$ cat src/rtl/ahb_lite_burst_master.sv
// AHB-Lite burst master: turns one request into a pipelined SINGLE/INCR burst
// with write-side BUSY insertion, wait states, two-cycle ERROR and 1KB restarts.
module ahb_lite_burst_master #(
  parameter int unsigned DATA_WIDTH = 32,
  parameter int unsigned ADDR       = 32,
  parameter int unsigned MAX_BEATS  = 16,
  localparam int unsigned LEN_W     = $clog2(MAX_BEATS)
) (
  input  logic                  i_clk_ahb,
  input  logic                  i_rstn_ahb,
  input  logic                  i_valid,
  output logic                  o_ready,
  input  logic [ADDR-1:0]       i_addr,
  input  logic                  i_rd0_wr1,
  input  logic [2:0]            i_size,
  input  logic [LEN_W-1:0]      i_len,
  input  logic [DATA_WIDTH-1:0] i_wr_data,
  input  logic                  i_wr_valid,
  output logic                  o_wr_ready,
  output logic [DATA_WIDTH-1:0] o_rd_data,
  output logic                  o_rd_valid,
  output logic                  o_done,
  output logic                  o_err,
  output logic [ADDR-1:0]       o_haddr,
  output logic [1:0]            o_htrans,
  output logic                  o_hwrite,
  output logic [2:0]            o_hsize,
  output logic [2:0]            o_hburst,
  output logic [3:0]            o_hprot,
  output logic                  o_hmastlock,
  output logic [DATA_WIDTH-1:0] o_hwdata,
  input  logic                  i_hready,
  input  logic                  i_hresp,
  input  logic [DATA_WIDTH-1:0] i_hrdata
);

  localparam logic [2:0] SizeMax     = 3'($clog2(DATA_WIDTH / 8));
  localparam logic [1:0] TransIdle   = 2'b00;
  localparam logic [1:0] TransBusy   = 2'b01;
  localparam logic [1:0] TransNonseq = 2'b10;
  localparam logic [1:0] TransSeq    = 2'b11;

  typedef enum logic [1:0] {StIdle, StAddr, StLast, StErr} state_e;

  state_e                state_q, state_d;
  logic [ADDR-1:0]       addr_q, addr_d;
  logic [LEN_W-1:0]      cnt_q, cnt_d;
  logic                  first_q, first_d;
  logic                  hwrite_q, hwrite_d;
  logic [2:0]            hsize_q, hsize_d;
  logic [2:0]            hburst_q, hburst_d;
  logic                  dp_q, dp_d;
  logic [DATA_WIDTH-1:0] hwdata_q, hwdata_d;
  logic [DATA_WIDTH-1:0] rd_data_q, rd_data_d;
  logic                  rd_valid_q, rd_valid_d;
  logic                  done_q, done_d;
  logic                  err_q, err_d;

  logic [1:0]      htrans;
  logic            wr_ready;
  logic            beat_ok;
  logic            ahb_err;
  logic [ADDR-1:0] incr;

  assign incr    = ADDR'(1) << hsize_q;
  // ERROR only matters while one of our data phases is on the bus
  assign ahb_err = dp_q && i_hresp;

  always_comb begin
    state_d    = state_q;
    addr_d     = addr_q;
    cnt_d      = cnt_q;
    first_d    = first_q;
    hwrite_d   = hwrite_q;
    hsize_d    = hsize_q;
    hburst_d   = hburst_q;
    dp_d       = dp_q;
    hwdata_d   = hwdata_q;
    rd_data_d  = rd_data_q;
    rd_valid_d = 1'b0;
    done_d     = 1'b0;
    err_d      = 1'b0;
    htrans     = TransIdle;
    wr_ready   = 1'b0;
    beat_ok    = 1'b0;

    unique case (state_q)
      StIdle: begin
        if (i_valid) begin
          addr_d   = i_addr;
          cnt_d    = i_len;
          first_d  = 1'b1;
          hwrite_d = i_rd0_wr1;
          hsize_d  = (i_size > SizeMax) ? SizeMax : i_size;
          hburst_d = (i_len == '0) ? 3'b000 : 3'b001;
          state_d  = StAddr;
        end
      end
      StAddr: begin
        beat_ok = !hwrite_q || i_wr_valid;
        if (!ahb_err) begin
          if (beat_ok) begin
            htrans = (first_q || addr_q[9:0] == 10'd0) ? TransNonseq : TransSeq;
          end else begin
            htrans = first_q ? TransIdle : TransBusy;
          end
          wr_ready = hwrite_q && i_wr_valid && i_hready;
        end
        if (ahb_err && !i_hready) begin
          state_d = StErr;
          dp_d    = 1'b0;
        end else if (i_hready && !ahb_err) begin
          dp_d = beat_ok;
          if (beat_ok) begin
            addr_d  = addr_q + incr;
            first_d = 1'b0;
            if (cnt_q == '0) begin
              state_d = StLast;
            end else begin
              cnt_d = cnt_q - LEN_W'(1);
            end
          end
        end
      end
      StLast: begin
        if (i_hresp && !i_hready) begin
          state_d = StErr;
          dp_d    = 1'b0;
        end else if (i_hready) begin
          state_d = StIdle;
          dp_d    = 1'b0;
          done_d  = 1'b1;
          err_d   = i_hresp;
        end
      end
      StErr: begin
        state_d = StIdle;
        dp_d    = 1'b0;
        done_d  = 1'b1;
        err_d   = 1'b1;
      end
      default: state_d = StIdle;
    endcase

    if (dp_q && i_hready && !i_hresp && !hwrite_q) begin
      rd_valid_d = 1'b1;
      rd_data_d  = i_hrdata;
    end
    if (wr_ready) begin
      hwdata_d = i_wr_data;
    end
  end

  always_ff @(posedge i_clk_ahb or negedge i_rstn_ahb) begin
    if (!i_rstn_ahb) begin
      state_q    <= StIdle;
      addr_q     <= '0;
      cnt_q      <= '0;
      first_q    <= 1'b0;
      hwrite_q   <= 1'b0;
      hsize_q    <= 3'd0;
      hburst_q   <= 3'd0;
      dp_q       <= 1'b0;
      hwdata_q   <= '0;
      rd_data_q  <= '0;
      rd_valid_q <= 1'b0;
      done_q     <= 1'b0;
      err_q      <= 1'b0;
    end else begin
      state_q    <= state_d;
      addr_q     <= addr_d;
      cnt_q      <= cnt_d;
      first_q    <= first_d;
      hwrite_q   <= hwrite_d;
      hsize_q    <= hsize_d;
      hburst_q   <= hburst_d;
      dp_q       <= dp_d;
      hwdata_q   <= hwdata_d;
      rd_data_q  <= rd_data_d;
      rd_valid_q <= rd_valid_d;
      done_q     <= done_d;
      err_q      <= err_d;
    end
  end

  assign o_ready     = (state_q == StIdle);
  assign o_wr_ready  = wr_ready;
  assign o_rd_data   = rd_data_q;
  assign o_rd_valid  = rd_valid_q;
  assign o_done      = done_q;
  assign o_err       = err_q;
  assign o_haddr     = addr_q;
  assign o_htrans    = htrans;
  assign o_hwrite    = hwrite_q;
  assign o_hsize     = hsize_q;
  assign o_hburst    = hburst_q;
  assign o_hprot     = 4'b0011;
  assign o_hmastlock = 1'b0;
  assign o_hwdata    = hwdata_q;

endmodule

$ cat config.mk
export PLATFORM = sky130hd
export DESIGN_NAME = ahb_lite_burst_master
export DESIGN_NICKNAME = d
export VERILOG_FILES = /design/src/rtl/ahb_lite_burst_master.sv
export SDC_FILE = /design/constraint.sdc
export NUM_CORES = 1
export LEC_CHECK = 0
export CORE_ASPECT_RATIO = 1.5
export CORE_MARGIN = 1.5
export CORE_UTILIZATION = 30
export DETAILED_ROUTE_END_ITERATION = 16
export PLACE_DENSITY = 0.62
export SYNTH_ARGS = -nofsm -noshare
export SYNTH_HDL_FRONTEND = slang
export SYNTH_SLANG_ARGS = --single-unit
$ cat constraint.sdc
create_clock -name i_clk_ahb -period 4.42 [get_ports i_clk_ahb]
set_clock_uncertainty 0.2 [all_clocks]
set_input_delay 0.884 -clock i_clk_ahb [delete_from_list [all_inputs] [get_ports i_clk_ahb]]
set_output_delay 0.884 -clock i_clk_ahb [all_outputs]
set_load 0.05 [all_outputs]
==> impl_results.md <==
- Area after DPL: 8140 sq um
- Clock sink count: 112
- Pwr dens: 838 nW/um^2
- DIE WIDTH: 116 um
- Most Crowded Layer GR: met2
- Register Area: 2800 sq um
- Clock tree buffer depth: 2
- Min Tclk post-route: 3710 ps
- Post_cts resized: 0
- Gpl congestion: 0.882
- Via Count: 5052
- Yosys top cell area share: 0.490
- Footprint of the multi-input gates: 2730 sq um
- Worst hold start: o_hburst[0]
- R2R setup slack: 1250 ps
- RSZ-0062 raised after global routing: false
- Hold Crit Class: reg2reg
- Post-DP HPWL: 13100 um
- FILL cells: 1829
- Top FF cell, synth: dfrtp_1
- Most numerous cell in the Yosys netlist: dfrtp_1
- Largest stage delay, worst path: 830 ps
- Setup violations, final: 0
- Worst slew margin: 0.451
- IO Pins: 225
- R2R Path Start: o_hsize[1]
- Area of the mapped netlist: 5710 sq um
- Largest net degree at the start of global routing: 56
- Drt wl/cell: 17.6 um
- Gr ovfl total: 0
- First-pass GRT wire length: 27200 um
- Vias/cell: 5.04
- CP cell instances: clkdlybuf4s50_1 > nand2_1 > nand2_1 > nor2_1 > clkdlybuf4s50_1
- Yosys Warn Count: 0
- Fin. Hold Viols: 0
- Clock-pin slew on the worst setup and hold paths: 80 ps
- Total Wirelength: 17600 um
- CTS tree: yes
- Synth area leaders: dfrtp_1 (49%), mux2_2 (13%), nor2_1 (3.3%)
- Worst-Margin Slew: 823 ps
- Seq/Total Area, Yosys: 0.490
- Num CTS Buffers: 9
- Vias in the first global route: 5245
- Initial Util: 0.307
- Post-synthesis async set-or-reset flop share: 1.00
- Hold Path End: o_hburst[0]
- Max Clk Rate: 270 MHz
- Worst path slowest cell: clkdlybuf4s50_1
- Status: complete, no violations
- Pins Over Slew Limit: 0
- Area Overhead vs Synth: 47.6%
- Worst skew pair latency: 340 ps
- Fin area: 8430 sq um
- Port Buffer Count: 217
- DRC: 0
- Yosys cell types: 62
- Fraction of layout cells with a size suffix above 1: 0.139
- Met2 GRT Util: 0.335
- H-tree levels: 3
- Worst Path Buf+Inv: 2
- Kind of critical path: in2out
- FF-to-FF path depth: 8
- Syn avg cell area: 10.5 sq um
- Crit-path max FO: 5
- Std cell rows: 61
- Setup ws final: 713 ps
- Period utilisation layout: 0.839
- Starting DRT DRC Count: 201
- Die footprint: 19900 sq um
- Post-CTS setup buffer count: 0
- EDFF count, synth: 0
- Register bit count reported by yosys: 112
- Root Driver: clkbuf_16
- TNS Setup: 0 ps
- Static leakage: 0.00342 uW
- Most instantiated cells after synthesis: dfrtp_1 (112), mux2_2 (64), nor2_1 (50)
- Met1 Use GR: 0.195
- Ant diodes: 0
- Post-synth top area cell: dfrtp_1
- M3 GR Usage: 0.0291
- Critical Path AT: 2620 ps
- DRT Pass-1 Iters: 5
- Antenna Nets Post-Route: 0
- NumNets Final: 867
- GRT Overall Usage: 0.175
- Die height: 172 um
- # hold bufs at CTS: 0
- FF-to-FF End: o_haddr[16]
- Max VDD drop: 0.374 mV
- Crit. End Element: primary output
- Antenna violations before repair: 0
- Top Family by Delay on Critical Path: buffers and inverters
- Hold Crit Depth: 2
- Startpoint types: primary input
- Post-Synthesis Cells: 543
- Setup WS pre-CTS: 703 ps
- Core box area: 18600 sq um
- WP data required: 3340 ps
- Max Cap Viol: 0
-- worst max-delay path by stage --
stage,startpoint,to,slack [ps],cells past startpoint
after floorplan,i_wr_valid,o_htrans[0],780,3
after global placement,i_hresp,o_htrans[1],730,5
after detailed placement,i_hresp,o_htrans[1],700,5
after CTS,i_hresp,o_htrans[1],710,5
after global routing,i_wr_valid,o_htrans[0],630,5
final,i_hresp,o_htrans[1],710,5
-- final cells by class --
class                   count  area share
flip-flops and latches    112       0.332
multi-input cells         386       0.324
repair buffers            226       0.268
well taps                 252      0.0374
clock buffers              10      0.0272
clock inverters             6     0.00742
inverters                  10     0.00445
-- worst register-to-register path, stage by stage, from the launching register on --
cell and delay, ps:
dfrtp_1 540, nor3_1 100, ha_1 230, fa_1 440
a211oi_1 400, o211ai_1 320, and2_0 380, a311oi_1 350
a211oi_1 90
-- logic make-up (layout without fill, tap and decap cells) --
kind of cell,count (synthesis),after routing,share of synthesized area
AND/OR/NAND/NOR,180,180,0.163
AO/OA/AOI/OAI,118,118,0.144
flip-flops,112,112,0.490
multiplexers,65,65,0.128
buffers and inverters,50,252,0.0401
adder cells (fa/ha/maj),12,12,0.0276
XOR/XNOR,4,4,0.00613
other,2,7,0.00131
-- routing by layer --
metal  vias up  part of all wire
met1      2441              0.38
li1       2396                 -
met3        20             0.055
met2       195              0.55
met5         -                 0
met4         0             0.019
-- flip-flops by register name (all words and copies together), names as in the netlist, 2 cells and up --
name / flops
o_haddr: 32
o_rd_data: 32
o_hwdata: 32
cnt_q: 4
state_q: 2
o_hsize: 3
-- cells in the final DEF (no fill, tap or decap), drive strengths merged, types with 9 or more instances in the layout --
cell type      synthesis  final
o21ai                 20     20
nor3                  18     18
dfrtp                112    112
ha                    11     11
a31oi                  9      9
mux2                  64     64
nor2                  50     50
or3                   10     10
nand2                 33     33
nand4                 10     10
nand3                 18     18
a21oi                 21     21
clkdlybuf4s50          0    214
buf                   14     12
and3                  10     10
a211oi                13     13
inv                   10     13
clkbuf                26     10
-- power by group --
part           switching [uW]  internal [uW]  total (uW)
Combinational            2770           1550        4320
Clock                     408            399         807
Sequential                428           1510        1930
Total                    3610           3460        7060
-- per-stage QoR --
stage               utilization  hold WS (ps)  std cells  total power (uW)
CTS                       0.453           289       1002              7120
finish                    0.453           289       1002              7060
global route              0.453           323       1002              7470
detailed placement        0.437           274        986              6300
global placement          0.437           264        986              6220
floorplan                     -           248        548              4780
Power figures use the tool's default switching activity.
